--- src/rtl/kf_dma_pkg.sv ---
// Shared definitions for the DMA request arbiter: command bit positions, FSM state
// type and channel-vector helpers sized for the largest supported channel count.
package kf_dma_pkg;

  localparam int unsigned KF_MAX_CHANNELS = 16;

  localparam int unsigned CMD_DISABLE_BIT    = 2;
  localparam int unsigned CMD_ROTATING_BIT   = 4;
  localparam int unsigned CMD_ACTIVE_LOW_BIT = 6;

  typedef enum logic [0:0] {IDLE, GRANTED} arb_state_t;

  typedef logic [KF_MAX_CHANNELS-1:0] chan_vec_t;

  // Result bit i takes source bit (i + amt) mod n; bits at or above n read as zero.
  function automatic chan_vec_t rotate_right(chan_vec_t v, int unsigned amt, int unsigned n);
    chan_vec_t r;
    r = '0;
    for (int unsigned i = 0; i < KF_MAX_CHANNELS; i++) begin
      if (i < n) r[i] = v[(i + amt) % n];
    end
    return r;
  endfunction

  function automatic chan_vec_t rotate_left(chan_vec_t v, int unsigned amt, int unsigned n);
    chan_vec_t r;
    r = '0;
    for (int unsigned i = 0; i < KF_MAX_CHANNELS; i++) begin
      if (i < n) r[(i + amt) % n] = v[i];
    end
    return r;
  endfunction

  function automatic chan_vec_t lowest_set_onehot(chan_vec_t v);
    return v & (~v + chan_vec_t'(1));
  endfunction

endpackage

--- src/rtl/kf_dma_request_arbiter_if.sv ---
// Handshake and register-write bundle between the CPU/DREQ side and the DMA request arbiter.
interface kf_dma_request_arbiter_if #(
  parameter int unsigned CHANNELS = 4
);
  localparam int unsigned SEL_W = $clog2(CHANNELS);

  logic                master_clear;
  logic                write_command;
  logic [7:0]          command_data;
  logic                set_reset_mask;
  logic [SEL_W-1:0]    mask_select;
  logic                mask_value;
  logic                write_all_mask;
  logic [CHANNELS-1:0] all_mask_data;
  logic                clear_mask;
  logic                write_request;
  logic [SEL_W-1:0]    request_select;
  logic                request_value;
  logic [CHANNELS-1:0] edge_request;
  logic [CHANNELS-1:0] dma_request;
  logic                service_done;
  logic                end_of_process;
  logic [CHANNELS-1:0] request_state;
  logic                grant_valid;
  logic [CHANNELS-1:0] grant_onehot;
  logic [SEL_W-1:0]    grant_index;
  logic [SEL_W-1:0]    rotate_pointer;

  modport master (
    output master_clear, write_command, command_data, set_reset_mask, mask_select, mask_value,
           write_all_mask, all_mask_data, clear_mask, write_request, request_select,
           request_value, edge_request, dma_request, service_done, end_of_process,
    input  request_state, grant_valid, grant_onehot, grant_index, rotate_pointer
  );

  modport slave (
    input  master_clear, write_command, command_data, set_reset_mask, mask_select, mask_value,
           write_all_mask, all_mask_data, clear_mask, write_request, request_select,
           request_value, edge_request, dma_request, service_done, end_of_process,
    output request_state, grant_valid, grant_onehot, grant_index, rotate_pointer
  );

endinterface

--- src/rtl/kf_dma_rr_select.sv ---
// Combinational winner selection: fixed (channel 0 first) or rotating (pointer first,
// ascending with wrap) priority over the pending request vector.
module kf_dma_rr_select
  import kf_dma_pkg::*;
#(
  parameter  int unsigned CHANNELS = 4,
  localparam int unsigned SEL_W    = $clog2(CHANNELS)
) (
  input  logic [CHANNELS-1:0] i_request,
  input  logic [SEL_W-1:0]    i_pointer,
  input  logic                i_rotating,
  output logic [CHANNELS-1:0] o_onehot,
  output logic [SEL_W-1:0]    o_index,
  output logic                o_any
);

  logic [SEL_W-1:0] w_base;
  chan_vec_t        w_rel_onehot;

  assign w_base = i_rotating ? i_pointer : '0;

  // Rotate so the highest-priority channel lands on bit 0, pick the lowest, rotate back.
  assign w_rel_onehot = lowest_set_onehot(rotate_right(chan_vec_t'(i_request), 32'(w_base),
                                                       CHANNELS));
  assign o_onehot     = CHANNELS'(rotate_left(w_rel_onehot, 32'(w_base), CHANNELS));
  assign o_any        = |i_request;

  always_comb begin
    o_index = '0;
    for (int unsigned i = 0; i < CHANNELS; i++) begin
      if (o_onehot[i]) o_index = SEL_W'(i);
    end
  end

endmodule

--- src/rtl/kf_dma_request_arbiter.sv ---
// DMA request arbiter: DREQ sampling with polarity/edge-sense, mask and software requests,
// and a registered grant held until the control FSM reports service_done.
module kf_dma_request_arbiter
  import kf_dma_pkg::*;
#(
  parameter  int unsigned CHANNELS = 4,
  localparam int unsigned SEL_W    = $clog2(CHANNELS)
) (
  input logic                    clock,
  input logic                    reset,
  kf_dma_request_arbiter_if.slave bus
);

  logic                r_disable;
  logic                r_rotating;
  logic                r_active_low;
  logic [CHANNELS-1:0] r_mask;
  logic [CHANNELS-1:0] r_request;
  logic [CHANNELS-1:0] r_dreq;
  logic [CHANNELS-1:0] r_lock;

  arb_state_t          r_state;
  logic                r_grant_valid;
  logic [CHANNELS-1:0] r_grant_onehot;
  logic [SEL_W-1:0]    r_grant_index;
  logic [SEL_W-1:0]    r_pointer;

  logic [CHANNELS-1:0] w_request_state;
  logic [CHANNELS-1:0] w_win_onehot;
  logic [SEL_W-1:0]    w_win_index;
  logic                w_win_any;
  logic                w_issue;
  logic                w_done;
  logic                w_mask_sel_ok;
  logic [CHANNELS-1:0] w_mask_d;
  logic [CHANNELS-1:0] w_request_d;
  logic [CHANNELS-1:0] w_lock_d;
  logic                unused_command_bits;

  assign unused_command_bits = ^bus.command_data;

  assign w_request_state = (r_dreq & ~r_lock & ~r_mask) | r_request;

  kf_dma_rr_select #(
    .CHANNELS (CHANNELS)
  ) u_rr_select (
    .i_request  (w_request_state),
    .i_pointer  (r_pointer),
    .i_rotating (r_rotating),
    .o_onehot   (w_win_onehot),
    .o_index    (w_win_index),
    .o_any      (w_win_any)
  );

  assign w_issue       = (r_state == IDLE) && !r_disable && w_win_any;
  assign w_done        = (r_state == GRANTED) && bus.service_done;
  assign w_mask_sel_ok = 32'(bus.mask_select) < CHANNELS;

  always_comb begin
    w_mask_d = r_mask;
    if (bus.clear_mask) begin
      w_mask_d = '1;
    end else if (bus.set_reset_mask && w_mask_sel_ok) begin
      w_mask_d[bus.mask_select] = bus.mask_value;
    end else if (bus.write_all_mask) begin
      w_mask_d = bus.all_mask_data;
    end
  end

  always_comb begin
    w_request_d = r_request;
    w_lock_d    = r_lock;
    for (int unsigned i = 0; i < CHANNELS; i++) begin
      if (bus.clear_mask) begin
        w_request_d[i] = 1'b0;
      end else if (bus.write_request && (32'(bus.request_select) == i)) begin
        w_request_d[i] = bus.request_value;
      end else if (w_done && bus.end_of_process && r_grant_onehot[i]) begin
        w_request_d[i] = 1'b0;
      end

      // Edge-sense channels stay locked after a grant until their DREQ is seen low.
      if (!bus.edge_request[i]) begin
        w_lock_d[i] = 1'b0;
      end else if (w_issue && w_win_onehot[i]) begin
        w_lock_d[i] = 1'b1;
      end else if (!r_dreq[i] && !r_grant_onehot[i]) begin
        w_lock_d[i] = 1'b0;
      end
    end
  end

  always_ff @(negedge clock or posedge reset) begin
    if (reset) begin
      r_disable    <= 1'b0;
      r_rotating   <= 1'b0;
      r_active_low <= 1'b0;
      r_mask       <= '1;
      r_request    <= '0;
      r_dreq       <= '0;
      r_lock       <= '0;
    end else if (bus.master_clear) begin
      r_disable    <= 1'b0;
      r_rotating   <= 1'b0;
      r_active_low <= 1'b0;
      r_mask       <= '1;
      r_request    <= '0;
      r_dreq       <= '0;
      r_lock       <= '0;
    end else begin
      if (bus.write_command) begin
        r_disable    <= bus.command_data[CMD_DISABLE_BIT];
        r_rotating   <= bus.command_data[CMD_ROTATING_BIT];
        r_active_low <= bus.command_data[CMD_ACTIVE_LOW_BIT];
      end
      r_mask    <= w_mask_d;
      r_request <= w_request_d;
      r_dreq    <= bus.dma_request ^ {CHANNELS{r_active_low}};
      r_lock    <= w_lock_d;
    end
  end

  always_ff @(negedge clock or posedge reset) begin
    if (reset) begin
      r_state        <= IDLE;
      r_grant_valid  <= 1'b0;
      r_grant_onehot <= '0;
      r_grant_index  <= '0;
      r_pointer      <= '0;
    end else if (bus.master_clear) begin
      r_state        <= IDLE;
      r_grant_valid  <= 1'b0;
      r_grant_onehot <= '0;
      r_grant_index  <= '0;
      r_pointer      <= '0;
    end else begin
      unique case (r_state)
        IDLE: begin
          if (w_issue) begin
            r_state        <= GRANTED;
            r_grant_valid  <= 1'b1;
            r_grant_onehot <= w_win_onehot;
            r_grant_index  <= w_win_index;
          end
        end
        GRANTED: begin
          if (bus.service_done) begin
            r_state        <= IDLE;
            r_grant_valid  <= 1'b0;
            r_grant_onehot <= '0;
            r_grant_index  <= '0;
            if (r_rotating) begin
              r_pointer <= SEL_W'((32'(r_grant_index) + 32'd1) % CHANNELS);
            end
          end
        end
        default: r_state <= IDLE;
      endcase
    end
  end

  assign bus.request_state  = w_request_state;
  assign bus.grant_valid    = r_grant_valid;
  assign bus.grant_onehot   = r_grant_onehot;
  assign bus.grant_index    = r_grant_index;
  assign bus.rotate_pointer = r_pointer;

endmodule

--- src/flat_wrapper.sv ---
// flat-port wrapper written by rule: the top's interface ports become plain ports
module kf_dma_request_arbiter_flat import kf_dma_pkg::*;
#(
  parameter  int unsigned CHANNELS = 4,
  localparam int unsigned SEL_W    = $clog2(CHANNELS)
)
  (clock, reset, bus_master_clear, bus_write_command, bus_command_data, bus_set_reset_mask, bus_mask_select, bus_mask_value, bus_write_all_mask, bus_all_mask_data, bus_clear_mask, bus_write_request, bus_request_select, bus_request_value, bus_edge_request, bus_dma_request, bus_service_done, bus_end_of_process, bus_request_state, bus_grant_valid, bus_grant_onehot, bus_grant_index, bus_rotate_pointer);
  kf_dma_request_arbiter_if #(.CHANNELS(CHANNELS)) bus_i ();
  input logic clock;
  input logic reset;
  input wire logic [$bits(bus_i.master_clear)-1:0] bus_master_clear;
  input wire logic [$bits(bus_i.write_command)-1:0] bus_write_command;
  input wire logic [$bits(bus_i.command_data)-1:0] bus_command_data;
  input wire logic [$bits(bus_i.set_reset_mask)-1:0] bus_set_reset_mask;
  input wire logic [$bits(bus_i.mask_select)-1:0] bus_mask_select;
  input wire logic [$bits(bus_i.mask_value)-1:0] bus_mask_value;
  input wire logic [$bits(bus_i.write_all_mask)-1:0] bus_write_all_mask;
  input wire logic [$bits(bus_i.all_mask_data)-1:0] bus_all_mask_data;
  input wire logic [$bits(bus_i.clear_mask)-1:0] bus_clear_mask;
  input wire logic [$bits(bus_i.write_request)-1:0] bus_write_request;
  input wire logic [$bits(bus_i.request_select)-1:0] bus_request_select;
  input wire logic [$bits(bus_i.request_value)-1:0] bus_request_value;
  input wire logic [$bits(bus_i.edge_request)-1:0] bus_edge_request;
  input wire logic [$bits(bus_i.dma_request)-1:0] bus_dma_request;
  input wire logic [$bits(bus_i.service_done)-1:0] bus_service_done;
  input wire logic [$bits(bus_i.end_of_process)-1:0] bus_end_of_process;
  output wire logic [$bits(bus_i.request_state)-1:0] bus_request_state;
  output wire logic [$bits(bus_i.grant_valid)-1:0] bus_grant_valid;
  output wire logic [$bits(bus_i.grant_onehot)-1:0] bus_grant_onehot;
  output wire logic [$bits(bus_i.grant_index)-1:0] bus_grant_index;
  output wire logic [$bits(bus_i.rotate_pointer)-1:0] bus_rotate_pointer;
  assign bus_i.master_clear = bus_master_clear;
  assign bus_i.write_command = bus_write_command;
  assign bus_i.command_data = bus_command_data;
  assign bus_i.set_reset_mask = bus_set_reset_mask;
  assign bus_i.mask_select = bus_mask_select;
  assign bus_i.mask_value = bus_mask_value;
  assign bus_i.write_all_mask = bus_write_all_mask;
  assign bus_i.all_mask_data = bus_all_mask_data;
  assign bus_i.clear_mask = bus_clear_mask;
  assign bus_i.write_request = bus_write_request;
  assign bus_i.request_select = bus_request_select;
  assign bus_i.request_value = bus_request_value;
  assign bus_i.edge_request = bus_edge_request;
  assign bus_i.dma_request = bus_dma_request;
  assign bus_i.service_done = bus_service_done;
  assign bus_i.end_of_process = bus_end_of_process;
  assign bus_request_state = bus_i.request_state;
  assign bus_grant_valid = bus_i.grant_valid;
  assign bus_grant_onehot = bus_i.grant_onehot;
  assign bus_grant_index = bus_i.grant_index;
  assign bus_rotate_pointer = bus_i.rotate_pointer;
  kf_dma_request_arbiter #(.CHANNELS(CHANNELS)) u_core (.clock(clock), .reset(reset), .bus(bus_i));
endmodule
--- config.mk ---
export PLATFORM = sky130hd
export DESIGN_NAME = kf_dma_request_arbiter_flat
export DESIGN_NICKNAME = d
export VERILOG_FILES = /design/src/rtl/kf_dma_pkg.sv /design/src/rtl/kf_dma_request_arbiter_if.sv /design/src/rtl/kf_dma_rr_select.sv /design/src/rtl/kf_dma_request_arbiter.sv /design/src/flat_wrapper.sv
export SDC_FILE = /design/constraint.sdc
export NUM_CORES = 1
export LEC_CHECK = 0
export CAP_MARGIN = 20
export CORE_MARGIN = 3
export CORE_UTILIZATION = 39
export CTS_CLUSTER_DIAMETER = 120
export DETAILED_ROUTE_END_ITERATION = 6
export PLACE_DENSITY = 0.72
export SYNTH_ARGS = -nofsm -noshare
export SYNTH_HDL_FRONTEND = slang
export SYNTH_SLANG_ARGS = --single-unit
--- constraint.sdc ---
create_clock -name clock -period 5.1 [get_ports clock]
set_input_delay 1.02 -clock clock [delete_from_list [all_inputs] [get_ports clock]]
set_output_delay 1.02 -clock clock [all_outputs]
set_load 0.01 [all_outputs]
==> summary.txt, run 1 <==
Synthesis
  • Yosys top cell area share: 33.40%
  • Synth Flop Type: dfrtn_1
  • Synth unique cells: 52
  • Synth Area in Compound Gates: 22.18%
  • Seq cells post-synth: 29
  • Area leader, netlist: dfrtn_1
  • Synth area leaders: dfrtn_1 (33%), dfstp_2 (5.6%), ha_1 (4.7%)
  • Post-Synth Adder-Cell Area: 4.676%
  • Yosys warns: 0
  • Xor/xnor cell area share of the yosys netlist: 2.338%
  • Post-synth EDFFs: 0
  • Largest family of logic cells by synthesized area: compound AO/OA/AOI/OAI gates
  • Synth top cells by count: dfrtn_1 (25), nand2_1 (22), nor2_1 (21), a21oi_1 (15), inv_1 (15)
  • Avg Cell Area, Syn: 9.005 sq um
  • Mapped Area: 1873 sq um
  • Simple-gate share of the synthesized area: 21.84%
  • Syn nets: 251
  • Mapped Cells: 208
  • Ys async rst share: 100.0%
  • Post-synthesis sequential area ratio: 39.01%
  • Top-count cell post-synth: dfrtn_1
  • Mux contribution to synthesized area: 5.745%

Flow run
  • Max-Cap Viols: 0

Outcome
  • Status: finished clean

STA
  • Clk_skew: 0.05758 ns
  • Final Hold Vio Count: 0
  • Setup TNS: 0 ns
  • PnR worst setup slack: 0.09324 ns
  • RSZ-0062 raised after global routing: false
  • Worst Max-Slew Pin Slew: 0.7172 ns
  • Max-slew headroom: 52.08%
  • Final setup violation count: 0
  • Max-slew violation count: 0

Clock network
  • H-tree depth: 2
  • Clk Latency, worst-skew pair: 0.34 ns
  • Num Clock Sinks: 29
  • # hold bufs at CTS: 0
  • CTS tree: built
  • Root buf cell: clkbuf_8
  • Deepest clock path buffer count: 2
  • Clk slew on worst S/H paths: 0.05 ns
  • CTS Buf Count: 5
  • Post-CTS Setup Bufs: 0

Place
  • PortBufs: 43
  • GPL Wtd Cong: 0.8492
  • Setup WS pre-CTS: -0.03210 ns
  • DP Wirelength: 3859 microns

Floorplan
  • Die height: 75.30 microns
  • Die area: 5670 sq um
  • Core Area: 4504 sq um
  • Starting Density: 41.58%
  • # IOs: 49
  • Row count: 24
  • Die width: 75.30 microns

Route
  • Routed WL per cell: 15.15 microns
  • Vias per inst: 5.613
  • Antenna Violating Nets Remaining: 0
  • DRC Markers: 0
  • Via count: 1,796
  • Detailed Routing Iterations Pass 1: 4
  • Final WL: 4849 microns
  • Iteration-0 DRC Markers: 94

Setup path
  • Critical Path RT: 4.08 ns
  • Critical Path Sink Type: output port
  • Maximum fanout along the worst path: 3
  • Type of origin of the critical path: flip-flop
  • Crit path arrival time: 3.99 ns
  • Worst setup path class: reg2out

GRT
  • Largest net degree at the start of global routing: 17
  • Via count of the first global-routing pass: 1,697
  • First-pass GRT wire length: 8045 microns
  • Total grt overflow: 0
  • Overall Global Routing Usage: 18.62%
  • Antenna violations before repair: 0

Power and ir drop
  • PwrDens: 249.4 nW/um^2
  • Lkg Pwr: 0.001166 uW
  • Maximum VDD drop: 147.9 uV

Cells and area
  • Area growth, synth to finish: 39.35%
  • NumNets Final: 310
  • Ant diodes: 0
  • Layout cell share with drive strength beyond 1: 15.67%

Min path
  • Hold WC Path Type: reg2reg
## layout make-up
class | instances | area [sq um]
clock buffer | 5 | 68.82
timing repair buffer | 53 | 500.5
tap | 52 | 65.06
multi-input combinational | 158 | 1105
clock inverter | 7 | 80.08
sequential | 29 | 730.7
fill | 415 | 1894
inverter | 16 | 60.06
## critical path, stage by stage (launching register included)
cell and delay (ns):
dfstp_2 0.56, nor3b_4 0.06, nor2_1 0.13, inv_1 0.07, dlygate4sd2_1 0.28
## cell usage in the layout, fill, tap and decap left out, drive strengths merged, types with 3 or more instances in the layout
cell           instances
nand4                  3
nand3                  9
dfstp                  4
buf                   10
ha                     7
o211ai                 7
a21oi                 15
inv                   20
clkbuf                 5
mux2                   4
a22oi                  3
nor3b                  6
xnor2                  5
o31ai                  4
a31oi                  7
dfrtn                 25
dlygate4sd2            4
nor2                  23
mux2i                  4
clkdlybuf4s50         39
nand2                 24
o21ai                  6
## repair_timing
item,in CTS,in global routing
gates resized for setup,11,1
setup endpoints to repair,4,1
pin swaps,1,0
## cell families (layout without fill, tap and decap cells)
kind of cell	after synthesis	count (layout)
compound gates	60	60
mux	9	9
simple gates	77	77
xor+xnor	5	5
buf+inv	21	81
fa+ha+maj	7	7
flops	29	29
## through the flow
step	util (%)	std cells	cell area, sq um	hold WS, ns	power, uW
6_report	57.94	320	2610	0.4722	650.8
3_5_place_dp	53.92	309	2429	0.4752	360.3
3_3_place_gp	53.92	309	2429	0.4715	358.6
5_1_grt	57.94	320	2610	0.5121	681.0
2_1_floorplan	-	208	1873	0.4473	307.7
4_1_cts	57.89	320	2608	0.4754	655.2
## per-layer routing
layer	global-route usage [%]	vias to the layer above	share of wire (%)
li1	-	877	-
met1	25.08	860	45
met3	4.354	8	5.5
met5	0	-	0
met2	29.91	51	48
met4	5.631	0	1.5
## where the power goes
group | leakage [uW] | switching [uW] | internal (uW) | total (uW)
clock network | 0.0000894 | 99.8 | 198 | 298
logic | 0.000693 | 45.4 | 53.6 | 99.0
registers | 0.000383 | 10.3 | 244 | 254
total | 0.00117 | 156 | 495 | 651
## final timing paths
| path | slack, ns | start | cells past startpoint | to |
|---|---|---|---|---|
| setup / recovery | 0.09 | u_core.r_mask[0] | 4 | bus_request_state[0] |
| hold / removal | 0.47 | u_core.bus.grant_valid | 2 | u_core.bus.grant_valid |
| setup reg to reg | 2.54 | u_core.r_rotating | 7 | u_core.bus.grant_index[0] |
| hold reg to reg | 0.47 | u_core.bus.grant_valid | 2 | u_core.bus.grant_valid |
| max in group asynchronous | 1.32 | reset | 3 | u_core.r_mask[3] |
| min in group asynchronous | 3.48 | reset | 3 | u_core.r_request[1] |
## registers in the layout (all words and copies together) (netlist names)
name,cells
u_core.bus.grant_valid,1
u_core.r_dreq,4
u_core.bus.rotate_pointer,2
u_core.r_mask,4
u_core.r_state,1
u_core.bus.grant_onehot,4
u_core.r_disable,1
u_core.bus.grant_index,2
u_core.r_active_low,1
u_core.r_lock,4
u_core.r_rotating,1
u_core.r_request,4
Note: power is estimated with default switching activity, not from simulation.
==> run 2: changes to the inputs <==
--- a/config.mk
+++ b/config.mk
@@ -10,6 +10,7 @@
 export CORE_UTILIZATION = 39
 export CTS_CLUSTER_DIAMETER = 120
 export DETAILED_ROUTE_END_ITERATION = 6
+export GPL_ROUTABILITY_DRIVEN = 0
 export PLACE_DENSITY = 0.72
 export SYNTH_ARGS = -nofsm -noshare
 export SYNTH_HDL_FRONTEND = slang
==> results of run 2 <==
Final layout, timing and power as in run 1 (identical DEF).
